## config.mk

```make
export PLATFORM = sky130hd
export DESIGN_NAME = traffic_sensor_conditioner_flat
export DESIGN_NICKNAME = d
export VERILOG_FILES = /design/src/rtl/traffic_sensor_if.sv /design/src/rtl/traffic_sensor_conditioner.sv /design/src/flat_wrapper.sv
export SDC_FILE = /design/constraint.sdc
export NUM_CORES = 1
export LEC_CHECK = 0
export CORE_UTILIZATION = 55
export CTS_CLUSTER_DIAMETER = 60
export CTS_CLUSTER_SIZE = 12
export DETAILED_ROUTE_END_ITERATION = 10
export PLACE_DENSITY = 0.77
export SLEW_MARGIN = 10
export SYNTH_ARGS = -nofsm -noshare
export SYNTH_HDL_FRONTEND = slang
export SYNTH_HIERARCHICAL = 1
export SYNTH_SLANG_ARGS = --single-unit
```

## constraint.sdc

```tcl
create_clock -name clk -period 5.7 [get_ports clk]
set_input_delay 1.425 -clock clk [delete_from_list [all_inputs] [get_ports clk]]
set_output_delay 1.425 -clock clk [all_outputs]
set_load 0.01 [all_outputs]
```

## src/rtl/traffic_sensor_if.sv

```systemverilog
// Signal bundle between the loop-detector front end and the sensor conditioner.
// No valid/ready: every signal is a level. raw_* are asynchronous; all outputs change only on posedge clk.
interface traffic_sensor_if;
  logic       raw_a;
  logic       raw_b;
  logic       Sa;
  logic       Sb;
  logic       fault_a;
  logic       fault_b;
  // Lane FSM state for observation: 0 IDLE, 1 ACTIVE, 2 HOLD, 3 FAULT
  logic [1:0] state_a;
  logic [1:0] state_b;

  modport master (
    output raw_a, raw_b,
    input  Sa, Sb, fault_a, fault_b, state_a, state_b
  );

  modport slave (
    input  raw_a, raw_b,
    output Sa, Sb, fault_a, fault_b, state_a, state_b
  );
endinterface

```

## src/rtl/traffic_sensor_conditioner.sv

```systemverilog
// Conditions the two raw vehicle-loop detector lines into clean Sa/Sb requests:
// synchronize, debounce, bridge short gaps, and drop requests from a stuck detector.
module traffic_sensor_lane #(
  parameter int DEBOUNCE_CYCLES = 4,
  parameter int HOLD_CYCLES     = 8,
  parameter int STUCK_CYCLES    = 1000
) (
  input  logic       clk,
  input  logic       rst,
  input  logic       raw,
  output logic       s,
  output logic       fault,
  output logic [1:0] state
);
  typedef enum logic [1:0] {
    IDLE   = 2'd0,
    ACTIVE = 2'd1,
    HOLD   = 2'd2,
    FAULT  = 2'd3
  } state_t;

  localparam int DW = $clog2(DEBOUNCE_CYCLES + 1);
  localparam int HW = (HOLD_CYCLES > 0) ? $clog2(HOLD_CYCLES + 1) : 1;
  localparam int AW = $clog2(STUCK_CYCLES + 1);

  localparam logic [DW-1:0] DEB_LAST   = DW'(DEBOUNCE_CYCLES - 1);
  localparam logic [HW-1:0] HOLD_LOAD  = HW'(HOLD_CYCLES);
  localparam logic [AW-1:0] STUCK_LAST = AW'(STUCK_CYCLES - 1);

  logic          sync1_q, sync1_d;
  logic          sync2_q, sync2_d;
  logic          deb_q, deb_d;
  logic [DW-1:0] dcnt_q, dcnt_d;
  state_t        state_q, state_d;
  logic [AW-1:0] acnt_q, acnt_d;
  logic [HW-1:0] hcnt_q, hcnt_d;
  logic          s_q, s_d;
  logic          fault_q, fault_d;

  always_comb begin
    sync1_d = raw;
    sync2_d = sync1_q;

    // The filtered level flips on the edge the disagreement run would reach DEBOUNCE_CYCLES.
    deb_d  = deb_q;
    dcnt_d = '0;
    if (sync2_q != deb_q) begin
      if (dcnt_q == DEB_LAST) deb_d = ~deb_q;
      else                    dcnt_d = dcnt_q + 1'b1;
    end

    state_d = state_q;
    acnt_d  = acnt_q;
    hcnt_d  = hcnt_q;
    case (state_q)
      IDLE: begin
        if (deb_q) begin
          state_d = ACTIVE;
          acnt_d  = '0;
        end
      end
      ACTIVE: begin
        acnt_d = acnt_q + 1'b1;
        if (!deb_q) begin
          if (HOLD_CYCLES == 0) begin
            state_d = IDLE;
          end else begin
            state_d = HOLD;
            hcnt_d  = HOLD_LOAD;
          end
        end else if (acnt_q == STUCK_LAST) begin
          state_d = FAULT;
        end
      end
      HOLD: begin
        hcnt_d = hcnt_q - 1'b1;
        // A returning vehicle wins over hold expiry so S never drops across a short gap.
        if (deb_q) begin
          state_d = ACTIVE;
          acnt_d  = '0;
        end else if (hcnt_q <= HW'(1)) begin
          state_d = IDLE;
        end
      end
      FAULT: begin
        if (!deb_q) state_d = IDLE;
      end
      default: state_d = IDLE;
    endcase

    // Outputs are a registered decode of the current state, one cycle behind it.
    s_d     = (state_q == ACTIVE) || (state_q == HOLD);
    fault_d = (state_q == FAULT);
  end

  always_ff @(posedge clk) begin
    if (rst) begin
      sync1_q <= 1'b0;
      sync2_q <= 1'b0;
      deb_q   <= 1'b0;
      dcnt_q  <= '0;
      state_q <= IDLE;
      acnt_q  <= '0;
      hcnt_q  <= '0;
      s_q     <= 1'b0;
      fault_q <= 1'b0;
    end else begin
      sync1_q <= sync1_d;
      sync2_q <= sync2_d;
      deb_q   <= deb_d;
      dcnt_q  <= dcnt_d;
      state_q <= state_d;
      acnt_q  <= acnt_d;
      hcnt_q  <= hcnt_d;
      s_q     <= s_d;
      fault_q <= fault_d;
    end
  end

  assign s     = s_q;
  assign fault = fault_q;
  assign state = state_q;
endmodule

module traffic_sensor_conditioner #(
  parameter int DEBOUNCE_CYCLES = 4,
  parameter int HOLD_CYCLES     = 8,
  parameter int STUCK_CYCLES    = 1000
) (
  input logic             clk,
  input logic             rst,
  traffic_sensor_if.slave bus
);
  traffic_sensor_lane #(
    .DEBOUNCE_CYCLES(DEBOUNCE_CYCLES),
    .HOLD_CYCLES    (HOLD_CYCLES),
    .STUCK_CYCLES   (STUCK_CYCLES)
  ) u_lane_a (
    .clk  (clk),
    .rst  (rst),
    .raw  (bus.raw_a),
    .s    (bus.Sa),
    .fault(bus.fault_a),
    .state(bus.state_a)
  );

  traffic_sensor_lane #(
    .DEBOUNCE_CYCLES(DEBOUNCE_CYCLES),
    .HOLD_CYCLES    (HOLD_CYCLES),
    .STUCK_CYCLES   (STUCK_CYCLES)
  ) u_lane_b (
    .clk  (clk),
    .rst  (rst),
    .raw  (bus.raw_b),
    .s    (bus.Sb),
    .fault(bus.fault_b),
    .state(bus.state_b)
  );
endmodule
```

## src/flat_wrapper.sv

```systemverilog
// flat-port wrapper written by rule: the top's interface ports become plain ports
module traffic_sensor_conditioner_flat 
#(
  parameter int DEBOUNCE_CYCLES = 4,
  parameter int HOLD_CYCLES     = 8,
  parameter int STUCK_CYCLES    = 1000
)
  (clk, rst, bus_raw_a, bus_raw_b, bus_Sa, bus_Sb, bus_fault_a, bus_fault_b, bus_state_a, bus_state_b);
  traffic_sensor_if bus_i ();
  input logic clk;
  input logic rst;
  input wire logic [$bits(bus_i.raw_a)-1:0] bus_raw_a;
  input wire logic [$bits(bus_i.raw_b)-1:0] bus_raw_b;
  output wire logic [$bits(bus_i.Sa)-1:0] bus_Sa;
  output wire logic [$bits(bus_i.Sb)-1:0] bus_Sb;
  output wire logic [$bits(bus_i.fault_a)-1:0] bus_fault_a;
  output wire logic [$bits(bus_i.fault_b)-1:0] bus_fault_b;
  output wire logic [$bits(bus_i.state_a)-1:0] bus_state_a;
  output wire logic [$bits(bus_i.state_b)-1:0] bus_state_b;
  assign bus_i.raw_a = bus_raw_a;
  assign bus_i.raw_b = bus_raw_b;
  assign bus_Sa = bus_i.Sa;
  assign bus_Sb = bus_i.Sb;
  assign bus_fault_a = bus_i.fault_a;
  assign bus_fault_b = bus_i.fault_b;
  assign bus_state_a = bus_i.state_a;
  assign bus_state_b = bus_i.state_b;
  traffic_sensor_conditioner #(.DEBOUNCE_CYCLES(DEBOUNCE_CYCLES), .HOLD_CYCLES(HOLD_CYCLES), .STUCK_CYCLES(STUCK_CYCLES)) u_core (.clk(clk), .rst(rst), .bus(bus_i));
endmodule
```

== Yosys cells after proc, flatten, opt, wreduce, memory -nomap -nowiden ==
Cells that the tools add are included.
Operators by class
  add/subtract/negate cells: 6
  magnitude comparators: 2
  equal/unequal tests: 24
  mux-type cells: 22
  bitwise gates (word level): 4
  reductions and logical operators: 20
Operators by type and width (number)
  10-bit case mux with 2 select lines: 2
  2-bit two-way mux: 12
  10-bit by 1-bit adder with 10-bit output (second input constant): 2
  10-bit equality test (second input constant): 2
  10-bit two-way mux: 2
  2-bit case mux with 4 select lines: 2
  4-bit case mux with 2 select lines: 2
  2-bit != test (second input constant): 6
  3-bit != test (second input constant): 4
  2-bit AND reduction: 6
  2-bit equality test (second input constant): 4
  4-bit by 1-bit less-or-equal comparator with 1-bit output (second input constant): 2
  4-bit two-way mux: 2
  4-bit AND reduction: 2
  2-bit nonzero test: 4
  4-bit by 1-bit subtractor with 4-bit output (second input constant): 2
  3-bit by 1-bit adder with 3-bit output (second input constant): 2
  3-bit by 2-bit equality test with 1-bit output (second input constant): 2
  3-bit OR reduction: 2
  2-bit by 1-bit equality test with 1-bit output (second input constant): 2
  2-bit zero test: 2
  2-bit by 1-bit != test with 1-bit output (second input constant): 2
  1-bit inverter: 4
  2-bit OR reduction: 2
  other kinds (2): 4
Word-level totals
  bits in registers: 48
  bits of input ports: 4
  output and inout bits: 8
  logic and storage cells: 96

== Logic depth before layout (Yosys ltp) ==
Gate-level depths: netlist (run 1).
  depth after elaboration: 4
  gate-level depth with buffers: 6
  depth with buffers taken out: 6

== Cells and area by module ==
The synthesis (run 1) kept the hierarchy.
Modules (own cells, without submodules)
  traffic_sensor_lane: times used 2, cells an instance 130, area an instance 1255.0 um^2, sequential area each 480.5 um^2

== Least setup slack after synthesis (run 1) ==
No wires, ideal clock.
  path kind: register -> register
  from: register u_core.u_lane_a.state_q[0], in the netlist u_core/u_lane_a/state[0]
  to: register u_core.u_lane_a.state_q[0], in the netlist u_core/u_lane_a/state[0]
  library setup time: 0.123 ns
  arrival: 1.823 ns
  required time: 5.577 ns
  slack: 3.754 ns
  stages on the path, launching flop included: 7
  buffers on the path: 0
  period minus slack after synthesis: 1.946 ns
  cell sequence: dfxtp_1 > inv_1 > ha_1 > nor2_1 > nor2_1 > a221oi_2 > mux2_1
Between the ends
  word-level cells in the longest chain between the ends: 3
  elaborated cells between the ends (all ways): 10
  those cells by class: 7 x eq/ne; 1 x mux; 2 x reduce/logical
Ends and longest elaborated chain
  from (decl): RTL line traffic_sensor_conditioner.sv:34  | state_t state_q, state_d;
  from (signal assigned): RTL line traffic_sensor_conditioner.sv:112  | state_q <= state_d;
  2-bit by 1-bit equality test with 1-bit output, or another cell as far along: RTL line traffic_sensor_conditioner.sv:55  | case (state_q)
  3-bit != test (no line) or 2-bit != test (tied branches)
  4-bit AND reduction (no line)
Parallel ways exist; a longest one is shown, timed or not.
A chain may end at the register's enable or synchronous reset.

== Worst setup path after layout (run 1) ==
  from: register u_core.u_lane_b.state_q[0], in the netlist u_core/u_lane_b/state[0]
  to: output bus_state_b[0]
RTL lines
  from (decl): RTL line traffic_sensor_conditioner.sv:34
  from (signal assigned): RTL line traffic_sensor_conditioner.sv:112
  to (decl): RTL line flat_wrapper.sv:19  | output wire logic [$bits(bus_i.state_b)-1:0] bus_state_b;
No word-level cell between the ends.

==> PnR_summary.wiki, run 1 <==
{| class="wikitable"
! Metric !! Value
|-
| Type of the most critical hold path || reg2reg
|-
| Ordered list of cells on the worst path || clkdlybuf4s50_1
|-
| H-tree lvl count || 2
|-
| Initial core utilization || ~57%
|-
| Worst-margin pin slew || 485 ps
|-
| Clock edge transition at the registers on the reported setup and hold paths || approximately 90 ps
|-
| Crit path DAT || about 1500 ps
|-
| Count of routing violations after the opening detailed-route iteration || between 90 and 100
|-
| Summed area of non-filler cells in the final layout || between 2000 and 3000 µm²
|-
| Ratio of total power to cell area || about 340 nW/µm²
|-
| Wire length per cell || ~12 µm
|-
| Fraction of layout instances using a drive strength above 1 || between 7 and 8%
|-
| Required time at the endpoint of the critical path || 4280 ps
|-
| Number of nets in the layout || between 300 and 400
|-
| Count of input and output buffers || 11
|-
| Total length of routed wires || slightly above 4 mm
|-
| Number of pins with negative max-slew slack in the final report || 0
|-
| Most common cell after layout, fill and taps aside || sky130_fd_sc_hd__dfxtp_1
|-
| Post-CTS repair timing setup buffer count || 0
|-
| CTS buffer count || 5
|-
| Endpoints failing hold || 0
|-
| Residual DRC count || 0
|-
| Synthesized net count || between 200 and 300
|-
| Maximum root-to-sink buffer count || 2
|-
| Final Wtd Congestion || between 0.7 and 0.8
|-
| Time the worst path needs with I/O delays and setup || 2900 ps
|-
| Post-synthesis instance area || 2510 µm²
|-
| Worst Hold Slack || approximately 430 ps
|-
| Share of the clock period used by the worst path || approximately 51%
|-
| Number of standard cells after synthesis || 260
|-
| Number of distinct library cells after synthesis || 34
|-
| Antenna violations before repair || 0
|-
| CP max FO || 11
|-
| Drt pass-1 iters || 4
|-
| Final setup violation count || 0
|-
| Number of buffers and inverters on the critical path || 1
|-
| Number of synthesized register bits || 48
|-
| Post-DP HPWL || roughly 2.8 mm
|-
| Crit start category || register
|-
| Setup_tns || 0 ps
|-
| Post-CTS resize count || 0
|-
| Total number of vias || 1,799
|-
| Worst skew pair latency || roughly 300 ps
|-
| Placed inst area || ~2700 µm²
|-
| Site Rows || 24
|-
| Static leakage || 1.00 nW
|-
| Root cell of the clock tree || sky130_fd_sc_hd__clkbuf_8
|-
| Endpoint, Worst Hold || u_core/u_lane_a/dcnt_q[0]$_SDFF_PP0_
|-
| Maximum number of pins on one net before global-route repair || 33
|-
| Critical path class || reg2out
|-
| Result of the run || finished, final reports clean
|-
| Number of clock sinks || 48
|-
| Diodes inserted || 0
|-
| Worst Reg2Reg Path Length in Cells || 6
|-
| Growth of design area from synthesis to finish || 10.1%
|-
| Final worst clock skew || around 6.5 ps
|-
| Global router's overall resource usage || between 15 and 20%
|-
| Hold-fix buffers at CTS || 0
|-
| Max Cap Viol || 0
|-
| Sequential share of the synthesized area || around two fifths
|-
| Headroom to the max-slew limit || roughly two thirds
|-
| Flop-to-flop setup slack || between 3000 and 4000 ps
|-
| TritonCTS clock tree || built
|-
| Number of cells traversed by the worst hold path || 1
|-
| Top delay family on crit path || buffers and inverters
|-
| Fmax || roughly 0.35 GHz
|-
| Number of warnings issued by yosys || 6
|-
| Post-layout utilization of the core || a little over three fifths
|-
| Global-route wire length before repair || between 7 and 8 mm
|-
| Longest individual stage delay on the worst path || between 600 and 700 ps
|-
| Count of fill cells added during filler insertion || 357
|-
| Leading cell types in the layout, fill and taps excluded || 48 x sky130_fd_sc_hd__dfxtp_1, 38 x sky130_fd_sc_hd__nor2_1, 22 x sky130_fd_sc_hd__ha_1
|-
| Boundary pin count || 12
|-
| Chip Height || about 70 µm
|-
| Area of the core || about 4400 µm²
|-
| Worst Setup End Kind || output pin
|-
| Die width || a little under 70 µm
|-
| Min-Delay Startpoint || u_core/u_lane_a/dcnt_q[0]$_SDFF_PP0_
|-
| Maximum vdd drop || about 140 µV
|-
| Synth Area per Inst || about 9.7 µm²
|-
| Cell with the biggest individual delay on the critical path || sky130_fd_sc_hd__clkdlybuf4s50_1
|-
| GRT overflow || 0
|-
| Unrepaired setup endpoints after global routing || false
|-
| Worst reg2reg path startpoint || u_core/u_lane_a/state[0]$_SDFFE_PP0P_
|-
| Total Die Area || between 4000 and 5000 µm²
|-
| RR Endpoint || u_core/u_lane_a/state[0]$_SDFFE_PP0P_
|-
| Vias in the first global route || around 1,700
|-
| Number of routed nets with antenna violations || 0
|-
| Vias per Instance || 5.48
|}
## worst max-delay path by stage
stage                                                startpoint  depth (start not counted)                                    end
final                     u_core/u_lane_b/state[0]$_SDFFE_PP0P_                          1                         bus_state_b[0]
after CTS                 u_core/u_lane_b/state[0]$_SDFFE_PP0P_                          1                         bus_state_b[0]
after global routing      u_core/u_lane_b/state[0]$_SDFFE_PP0P_                          1                         bus_state_b[0]
after global placement                                      rst                          4  u_core/u_lane_b/state[0]$_SDFFE_PP0P_
after detailed placement                                    rst                          4  u_core/u_lane_a/state[0]$_SDFFE_PP0P_
after floorplan           u_core/u_lane_a/state[0]$_SDFFE_PP0P_                          6  u_core/u_lane_a/state[0]$_SDFFE_PP0P_
## cell type report
cell class / instances / area [µm²] / share of cell area, %
multi-input cells: 192 / 1470 / 53.1
flip-flops and latches: 48 / 961 / 34.8
repair buffers: 12 / 118 / 4.26
clock buffers: 6 / 82.6 / 2.99
well taps: 52 / 65.1 / 2.36
inverters: 16 / 60.1 / 2.17
clock inverters: 2 / 10.0 / 0.362
## state kept, by name (all words and copies together) (netlist names), 2 cells and up
register and flops:
u_core/u_lane_a/acnt_q 10, u_core/u_lane_a/dcnt_q 3, u_core/u_lane_a/hcnt_q 4, u_core/u_lane_a/state 2, u_core/u_lane_b/acnt_q 10, u_core/u_lane_b/dcnt_q 3
u_core/u_lane_b/hcnt_q 4, u_core/u_lane_b/state 2
## worst reg2reg max path, cell delays in order (launching register included)
cell	delay, ps
sky130_fd_sc_hd__dfxtp_1	540
sky130_fd_sc_hd__inv_1	170
sky130_fd_sc_hd__ha_1	310
sky130_fd_sc_hd__nor2_1	230
sky130_fd_sc_hd__nor2_1	80
sky130_fd_sc_hd__a221oi_2	350
sky130_fd_sc_hd__mux2_1	360
## metrics by stage
stage                     worst slack (ps)  cells  power, mW
after floorplan                       3750    260      0.648
after global placement                3040    320      0.721
after detailed placement              3010    320      0.729
after CTS                             2790    328      0.939
after global routing                  2720    328      0.997
final                                 2800    328      0.931
## cells in the mapped netlist, drive strengths merged
cell     count  area [µm²]
buf          2        15.0
a21oi        8        40.0
a221oi       4        47.6
and4         2        17.5
nor3         4        20.0
or3          2        12.5
ha          22         275
nand3        6        40.0
and3b        2        17.5
o21bai       2        37.5
and3         4        25.0
dfxtp       48         961
xor2        10        87.6
mux2i        6        60.1
a22oi        2        15.0
inv         16        60.1
mux2         2        22.5
nand2       12        45.0
a2111oi      4         110
o21ai       12        60.1
nand4        2        12.5
nor2        38         143
nand2b       8        65.1
o2111ai      8        70.1
a211oi       2        15.0
clkbuf       2        7.51
nor2b       14        87.6
xnor2       10        87.6
nand3b       2        15.0
a31oi        2        12.5
and4bb       2        25.0
## power by group
group	internal, mW	switching [mW]	total, mW	leakage [nW]
combinational	0.143	0.159	0.302	0.562
sequential	0.373	0.0492	0.422	0.390
clock	0.0969	0.110	0.207	0.0510
total	0.613	0.318	0.931	1.00
## layer usage
layer | GRT usage [%] | share of wire (%)
met2 | 30.1 | 47
met4 | 7.48 | 1.1
met3 | 4.07 | 2.2
met5 | 0 | 0
met1 | 22.9 | 50
## cells by family (layout without fill, tap and decap cells)
family / count (synthesis) / after routing / synth area share (%)
AOI/OAI and AO/OA: 44 / 44 / 16.3
xor gates and xnor gates: 20 / 20 / 6.98
adders and majority gates: 22 / 22 / 11.0
buffers and inverters: 20 / 36 / 3.29
DFF: 48 / 48 / 38.3
muxes: 8 / 8 / 3.29
and+or+nand+nor: 98 / 98 / 20.9
Power figures use the tool's default switching activity.
==> run 2, diff against run 1 <==
- CORE_UTILIZATION: 55 -> 54
- PLACE_DENSITY: 0.77 -> 0.78
- clock period: 5.7 -> 2.4 ns (I/O delays scaled with it)
==> run 2 against run 1 <==
Die area rose by 1.8%. Clock power rose to 2.9 times the previous value. Cell count did not move. Register-to-register slack got worse by 3300 ps.
==> PnR_summary.wiki, run 2 (synthesis results as in run 1) <==
{| class="wikitable"
! Metric !! Value
|-
| Result of the run || finished, final reports clean
|-
| Fraction of layout instances using a drive strength above 1 || 7.61% (unchanged)
|-
| Worst-margin pin slew || 429 ps (-56.6 ps)
|-
| Switching Power || 0.783 mW (+150%)
|-
| Leading cell types in the layout, fill and taps excluded || 48 x sky130_fd_sc_hd__dfxtp_1, 38 x sky130_fd_sc_hd__nor2_1, 22 x sky130_fd_sc_hd__ha_1
|-
| Share of the clock period used by the worst path || between 80% and 90%
|-
| Post-DP HPWL || 2.85 mm (+1.3%)
|-
| Vias per Instance || 5.47 (-0.22%)
|-
| Internal Pwr Total || 1.54 mW (+150%)
|-
| Final worst clock skew || 8.58 ps (+2.05 ps)
|-
| CTS buffer count || 5 (unchanged)
|-
| Count of routing violations after the opening detailed-route iteration || 112 (+17%)
|-
| Initial core utilization || 56.9% (-0.39 points)
|-
| Boundary pin count || 12 (unchanged)
|-
| Number of nets in the layout || 301 (unchanged)
|-
| Hold-fix buffers at CTS || 0 (unchanged)
|-
| Critical path class || reg2reg
|-
| Global-route wire length before repair || 7.25 mm (unchanged)
|-
| Cell with the biggest individual delay on the critical path || sky130_fd_sc_hd__dfxtp_1
|-
| Die width || 70.2 µm (+0.89%)
|-
| Switch share || 33.7% (-0.52 points)
|-
| Static leakage || 1.01 nW (+0.84%)
|-
| Global router's overall resource usage || 18.3% (+0.10 points)
|-
| TritonCTS clock tree || built
|-
| Fmax || 0.467 GHz
|-
| Critical path origin || u_core/u_lane_b/state[0]$_SDFFE_PP0P_
|-
| Unrepaired setup endpoints after global routing || false
|-
| Maximum number of pins on one net before global-route repair || 33 (unchanged)
|-
| Site Rows || 24 (unchanged)
|-
| Type of the most critical hold path || reg2reg
|-
| Clock edge transition at the registers on the reported setup and hold paths || 100 ps (about the same)
|-
| Total length of routed wires || 4.16 mm (+3.0%)
|-
| Vias in the first global route || 1,669 (-1.7%)
|-
| Worst Setup End Kind || register
|-
| Number of buffers and inverters on the critical path || 1 (unchanged)
|-
| Antenna violations before repair || 0 (unchanged)
|-
| Maximum vdd drop || 328 µV (+130%)
|-
| Area of the core || 4410 µm² (+0.68%)
|-
| Post-CTS repair timing setup buffer count || 0 (unchanged)
|-
| Largest registers || u_core/u_lane_a/acnt_q: 10 flops, u_core/u_lane_b/acnt_q: 10 flops
|-
| Root cell of the clock tree || sky130_fd_sc_hd__clkbuf_8
|-
| Residual DRC count || 0 (unchanged)
|-
| Number of clock sinks || 48 (unchanged)
|-
| Worst reg2reg path startpoint || u_core/u_lane_b/state[0]$_SDFFE_PP0P_
|-
| CP max FO || 11 (unchanged)
|-
| Overall power after layout || 2.32 mW (+150%)
|-
| Growth of design area from synthesis to finish || 11.5%
|-
| Drt pass-1 iters || 4 (unchanged)
|-
| Time the worst path needs with I/O delays and setup || about 2100 ps
|-
| Setup_tns || 0 ps (unchanged)
|-
| Number of pins with negative max-slew slack in the final report || 0 (unchanged)
|-
| Final Wtd Congestion || 0.762 (+1.1%)
|-
| Most common cell after layout, fill and taps aside || sky130_fd_sc_hd__dfxtp_1
|-
| Combinational share of power || 31.2% (-1.2 points)
|-
| Count of fill cells added during filler insertion || 366 (+2.5%)
|-
| Chip Height || 70.2 µm (+0.89%)
|-
| Crit start category || register
|-
| Diodes inserted || 0 (unchanged)
|-
| GRT overflow || 0 (unchanged)
|-
| Ratio of total power to cell area || 831 nW/µm² (+150%)
|-
| Min-Delay Startpoint || u_core/u_lane_a/dcnt_q[0]$_SDFF_PP0_
|-
| Number of routed nets with antenna violations || 0 (unchanged)
|-
| Post-CTS resize count || 0 (unchanged)
|-
| Ordered list of cells on the worst path || inv_1 > ha_1 > nor2_1 > nor2_1 > a221oi_2 > mux2_1
|-
| H-tree lvl count || 2 (unchanged)
|-
| Total Die Area || 4920 µm² (+1.8%)
|-
| Share of power burned in the clock network || 25.7% (+3.5 points)
|-
| Headroom to the max-slew limit || 71.1% (+3.8 points)
|-
| Worst skew pair latency || 310 ps (about the same)
|-
| Top delay family on crit path || flip-flops
|-
| Reg power frac || 43.1% (-2.2 points)
|-
| Longest individual stage delay on the worst path || 540 ps (-70 ps)
|-
| Endpoints failing hold || 0 (unchanged)
|-
| CP most frequent cell || sky130_fd_sc_hd__nor2_1
|-
| Maximum root-to-sink buffer count || 2 (unchanged)
|-
| Wire length per cell || 12.7 µm (+3.0%)
|-
| Count of input and output buffers || 11 (unchanged)
|-
| Required time at the endpoint of the critical path || 2590 ps (-1690 ps)
|-
| Max Cap Viol || 0 (unchanged)
|-
| Crit path DAT || 2340 ps (+870 ps)
|-
| Final setup violation count || 0 (unchanged)
|-
| Total number of vias || 1,795 (-0.22%)
|}
==> run 2: worst register-to-register path, stage by stage (launching register included) <==
cell and delay (ps):
sky130_fd_sc_hd__dfxtp_1 540, sky130_fd_sc_hd__inv_1 160, sky130_fd_sc_hd__ha_1 310, sky130_fd_sc_hd__nor2_1 240
sky130_fd_sc_hd__nor2_1 90, sky130_fd_sc_hd__a221oi_2 330, sky130_fd_sc_hd__mux2_1 360
==> run 2: final cells by class <==
cell class / count / area [µm²] / share of cell area [%]
Clock buffer: 5 / 68.8 / 2.46
Inverter: 16 / 60.1 / 2.15
Multi-Input combinational cell: 192 / 1470 / 52.4
Sequential cell: 48 / 961 / 34.3
Clock inverter: 3 / 46.3 / 1.65
Tap cell: 52 / 65.1 / 2.33
Timing Repair Buffer: 12 / 130 / 4.65
==> run 2: power by group through the flow <==
stage / registers, mW / clock network [mW] / logic, mW
after global placement: 1.01 / 0 / 0.704
after detailed placement: 1.02 / 0 / 0.716
after CTS: 1.00 / 0.617 / 0.728
after global routing: 1.02 / 0.647 / 0.813
final: 1.00 / 0.598 / 0.725
after floorplan: 1.01 / 0 / 0.532
==> run 2: layer usage <==
metal  track usage (%)  share of wire (%)  vias up
met4              7.78                1.4        0
met2              29.8                 46       20
li1                  -                  -      932
met3              4.33                2.5        5
met5                 0                  0        -
met1              23.1                 50      838
==> run 2: worst paths after layout <==
check / cells past startpoint / slack, ps / to
worst max-delay path: 6 / 260 / u_core/u_lane_b/state[0]$_SDFFE_PP0P_
worst min-delay path: 1 / 430 / u_core/u_lane_a/dcnt_q[0]$_SDFF_PP0_
worst max register to register: 6 / 260 / u_core/u_lane_b/state[0]$_SDFFE_PP0P_
worst min register to register: 1 / 430 / u_core/u_lane_a/dcnt_q[0]$_SDFF_PP0_
==> run 2: per-stage QoR <==
| stage | instances | util (%) | setup WS, ps | hold slack [ps] | area, µm² |
|---|---|---|---|---|---|
| 6_report | 328 | 63.4 | 257 | 431 | 2800 |
| 5_1_grt | 328 | 63.4 | 112 | 455 | 2800 |
| 4_1_cts | 328 | 63.4 | 268 | 434 | 2800 |
| 3_5_place_dp | 320 | 60.8 | 282 | 420 | 2680 |
| 3_3_place_gp | 320 | 60.8 | 378 | 410 | 2680 |
| 2_1_floorplan | 260 | - | 454 | 399 | 2510 |
==> run 3, diff against run 2 <==
- ABC_AREA: not set -> 1
==> run 3 against run 2 <==
Count of clock-buffer cells in the layout grew 1. Clock power grew 3%. Synthesized cell count grew 32%. Largest power group is now combinational logic.
==> PnR_summary.wiki, run 3 <==
{| class="wikitable"
! Metric !! Value
|-
| Worst Setup End Kind || output pin
|-
| Growth of design area from synthesis to finish || 10.6%
|-
| Worst Hold Slack || 415 ps (-16.1 ps)
|-
| CTS buffer count || 5 (unchanged)
|-
| Routed wire length on met2 || 2.02 mm (+4.5%)
|-
| Biggest area contributors in the synthesized netlist || sky130_fd_sc_hd__dfxtp_1 37%, sky130_fd_sc_hd__ha_1 10%, sky130_fd_sc_hd__inv_1 8.0%
|-
| Pre-CTS setup slack || 594 ps (+312 ps)
|-
| Vias per Instance || 4.99 (-8.9%)
|-
| Static leakage || 1.27 nW (+25%)
|-
| Footprint of the flip-flops and latches || 961 µm² (unchanged)
|-
| Most instantiated library cell after synthesis || sky130_fd_sc_hd__inv_1
|-
| Clock edge transition at the registers on the reported setup and hold paths || 90 ps (about the same)
|-
| Number of nets in the layout || 385 (+28%)
|-
| Diodes inserted || 0 (unchanged)
|-
| Leading cell types in the layout, fill and taps excluded || 56 x sky130_fd_sc_hd__inv_1, 54 x sky130_fd_sc_hd__nand2_1, 50 x sky130_fd_sc_hd__nor2_1
|-
| Number of clock sinks || 48 (unchanged)
|-
| Maximum root-to-sink buffer count || 2 (unchanged)
|-
| Type of the most critical hold path || reg2reg
|-
| Post-DP HPWL || 3.18 mm (+11%)
|-
| Final Wtd Congestion || 0.855 (+12%)
|-
| Crit start category || register
|-
| Critical path class || reg2out
|-
| Placed inst area || 2780 µm² (+3.6%)
|-
| Fraction of registers with async set or reset after synthesis || 0% (unchanged)
|-
| Top delay family on crit path || buffers and inverters
|-
| Most common cell after layout, fill and taps aside || sky130_fd_sc_hd__inv_1
|-
| Wire length per cell || 10.7 µm (-16%)
|-
| Setup_tns || 0 ps (unchanged)
|-
| CP Depth || 1 (-5)
|-
| Count of routing violations after the opening detailed-route iteration || 112 (unchanged)
|-
| RR Endpoint || u_core/u_lane_b/state[1]$_SDFFE_PP0P_
|-
| Ratio of total power to cell area || 907 nW/µm² (+9.2%)
|-
| Leading cell types by count after synthesis || 56 x sky130_fd_sc_hd__inv_1, 54 x sky130_fd_sc_hd__nand2_1, 50 x sky130_fd_sc_hd__nor2_1
|-
| Sequential share of the synthesized area || 36.6% (-1.6 points)
|-
| Count of fill cells added during filler insertion || 390 (+6.6%)
|-
| Unrepaired setup endpoints after global routing || false
|-
| Post-CTS resize count || 0 (unchanged)
|-
| Cell with the biggest individual delay on the critical path || sky130_fd_sc_hd__clkdlybuf4s50_1
|-
| Number of instances in the placed design || 404 (+26%)
|-
| Die width || 71.7 µm (+2.2%)
|-
| Worst Reg2Reg Path Length in Cells || 8 (+2)
|-
| Post-CTS repair timing setup buffer count || 0 (unchanged)
|-
| Endpoints failing hold || 0 (unchanged)
|-
| Result of the run || finished, final reports clean
|-
| Time the worst path needs with I/O delays and setup || 2010 ps (-136 ps)
|-
| Hold-fix buffers at CTS || 0 (unchanged)
|-
| H-tree lvl count || 2 (unchanged)
|-
| Headroom to the max-slew limit || 77.8% (+6.7 points)
|-
| Detailed route wirelength on metal3 || 96 µm (-8.6%)
|-
| Synthesized net count || 370 (+29%)
|-
| Number of distinct library cells after synthesis || 29 (-15%)
|-
| Max Cap Viol || 0 (unchanged)
|-
| Flip-flop cell with the highest count after synthesis || sky130_fd_sc_hd__dfxtp_1
|-
| Antenna violations before repair || 0 (unchanged)
|-
| Worst setup path endpoint || bus_state_b[0]
|-
| Post-synthesis instance area || 2620 µm² (+4.5%)
|-
| Maximum number of pins on one net before global-route repair || 23 (-30%)
|-
| Final setup violation count || 0 (unchanged)
|-
| Number of standard cells after synthesis || 344 (+32%)
|-
| Overall power after layout || 2.63 mW (+13%)
|-
| Site Rows || 24 (unchanged)
|-
| Fmax || 0.498 GHz (+6.8%)
|-
| TritonCTS clock tree || built
|-
| Synth Area per Inst || 7.62 µm² (-21%)
|-
| Worst skew pair latency || 300 ps (about the same)
|-
| Flop-to-flop setup slack || 750 ps (+490 ps)
|-
| Critical path origin || u_core/u_lane_b/state[0]$_SDFFE_PP0P_
|-
| Required time at the endpoint of the critical path || 1800 ps (-790 ps)
|-
| Post-route worst setup slack || 393 ps (+136 ps)
|-
| Worst-margin pin slew || 332 ps (-96.5 ps)
|-
| Largest registers || u_core/u_lane_a/acnt_q: 10 flops, u_core/u_lane_b/acnt_q: 10 flops
|-
| GRT overflow || 0 (unchanged)
|-
| Share of Yosys cell area claimed by the top area cell type || 36.6% (-1.6 points)
|-
| Drt pass-1 iters || 4 (unchanged)
|-
| Total length of routed wires || 4.39 mm (+5.6%)
|-
| Area of the core || 4500 µm² (+2.0%)
|-
| Number of warnings issued by yosys || 6 (unchanged)
|-
| Total Die Area || 5140 µm² (+4.4%)
|-
| Number of buffers and inverters on the critical path || 1 (unchanged)
|-
| Top Metal Used || met4
|-
| Count of input and output buffers || 11 (unchanged)
|-
| Final non-filler cell total || 412 (+26%)
|-
| Number of pins with negative max-slew slack in the final report || 0 (unchanged)
|-
| Number of routed nets with antenna violations || 0 (unchanged)
|-
| Share of the clock period used by the worst path || 83.6% (-5.7 points)
|-
| Worst reg2reg path startpoint || u_core/u_lane_b/state[0]$_SDFFE_PP0P_
|-
| Chip Height || 71.7 µm (+2.2%)
|-
| Final worst clock skew || 5.91 ps (-2.67 ps)
|-
| Boundary pin count || 12 (unchanged)
|-
| CP max FO || 7 (-4)
|-
| Post-synth EDFFs || 0 (unchanged)
|-
| DRT met1 WL || 2.23 mm (+8.1%)
|-
| Summed area of non-filler cells in the final layout || 2900 µm² (+3.7%)
|-
| Post-layout utilization of the core || 64.4% (+1.0 points)
|-
| Combined area of the multi-input logic cells || 1370 µm² (-6.5%)
|-
| Maximum vdd drop || 623 µV (+90%)
|-
| Vias in the first global route || 1,862 (+12%)
|-
| Crit path DAT || 1410 ps (-930 ps)
|-
| Library cell with the largest summed area after synthesis || sky130_fd_sc_hd__dfxtp_1
|-
| Global router's overall resource usage || 18.8% (+0.52 points)
|-
| Root cell of the clock tree || sky130_fd_sc_hd__clkbuf_8
|-
| Global-route wire length before repair || 7.76 mm (+7.0%)
|-
| Ordered list of cells on the worst path || clkdlybuf4s50_1
|-
| Residual DRC count || 0 (unchanged)
|-
| Total number of vias || 2,054 (+14%)
|-
| Initial core utilization || 58.2% (+1.4 points)
|-
| Number of synthesized register bits || 48 (unchanged)
|-
| Longest individual stage delay on the worst path || 600 ps (+60 ps)
|-
| Fraction of layout instances using a drive strength above 1 || 14.7% (+7.1 points)
|}
## run 3: area by class of cell
type                            count  share of cell area [%]
Multi-Input combinational cell    224                    47.3
Sequential cell                    48                    33.1
Inverter                           68                    9.14
Timing Repair Buffer               12                    4.05
Clock buffer                        6                    2.85
Tap cell                           52                    2.24
Clock inverter                      2                    1.34
## run 3: cell families (layout without fill, tap and decap cells)
group | count (synthesis) | after routing | synth area share, %
buf+inv | 72 | 88 | 11.1
simple gates | 150 | 150 | 29.2
flops | 48 | 48 | 36.6
fa+ha+maj | 22 | 22 | 10.5
compound gates | 52 | 52 | 12.6
## run 3: how the worst min path moves through the flow
stage | endpoint | start | slack [ps] | depth (start not counted)
floorplan | u_core/u_lane_a/sync2_q$_SDFF_PP0_ | u_core/u_lane_a/sync1_q$_SDFF_PP0_ | 390 | 2
global placement | u_core/u_lane_a/sync2_q$_SDFF_PP0_ | u_core/u_lane_a/sync1_q$_SDFF_PP0_ | 390 | 2
detailed placement | u_core/u_lane_a/sync2_q$_SDFF_PP0_ | u_core/u_lane_a/sync1_q$_SDFF_PP0_ | 400 | 2
CTS | u_core/u_lane_a/sync2_q$_SDFF_PP0_ | u_core/u_lane_a/sync1_q$_SDFF_PP0_ | 420 | 2
global route | u_core/u_lane_a/sync2_q$_SDFF_PP0_ | u_core/u_lane_a/sync1_q$_SDFF_PP0_ | 450 | 2
finish | u_core/u_lane_a/sync2_q$_SDFF_PP0_ | u_core/u_lane_a/sync1_q$_SDFF_PP0_ | 410 | 2
## run 3: power breakdown
| group | switching, mW | leakage, nW | total, mW | internal (mW) |
|---|---|---|---|---|
| Combinational | 0.617 | 0.816 | 1.02 | 0.399 |
| Clock | 0.277 | 0.0614 | 0.618 | 0.341 |
| Sequential | 0.0988 | 0.391 | 0.997 | 0.898 |
## run 3: layer usage
metal  vias up  global-route usage [%]
li1       1112                       -
met1       921                    23.1
met2        15                    32.5
met3         6                    4.64
met4         0                    5.88
met5         -                       0
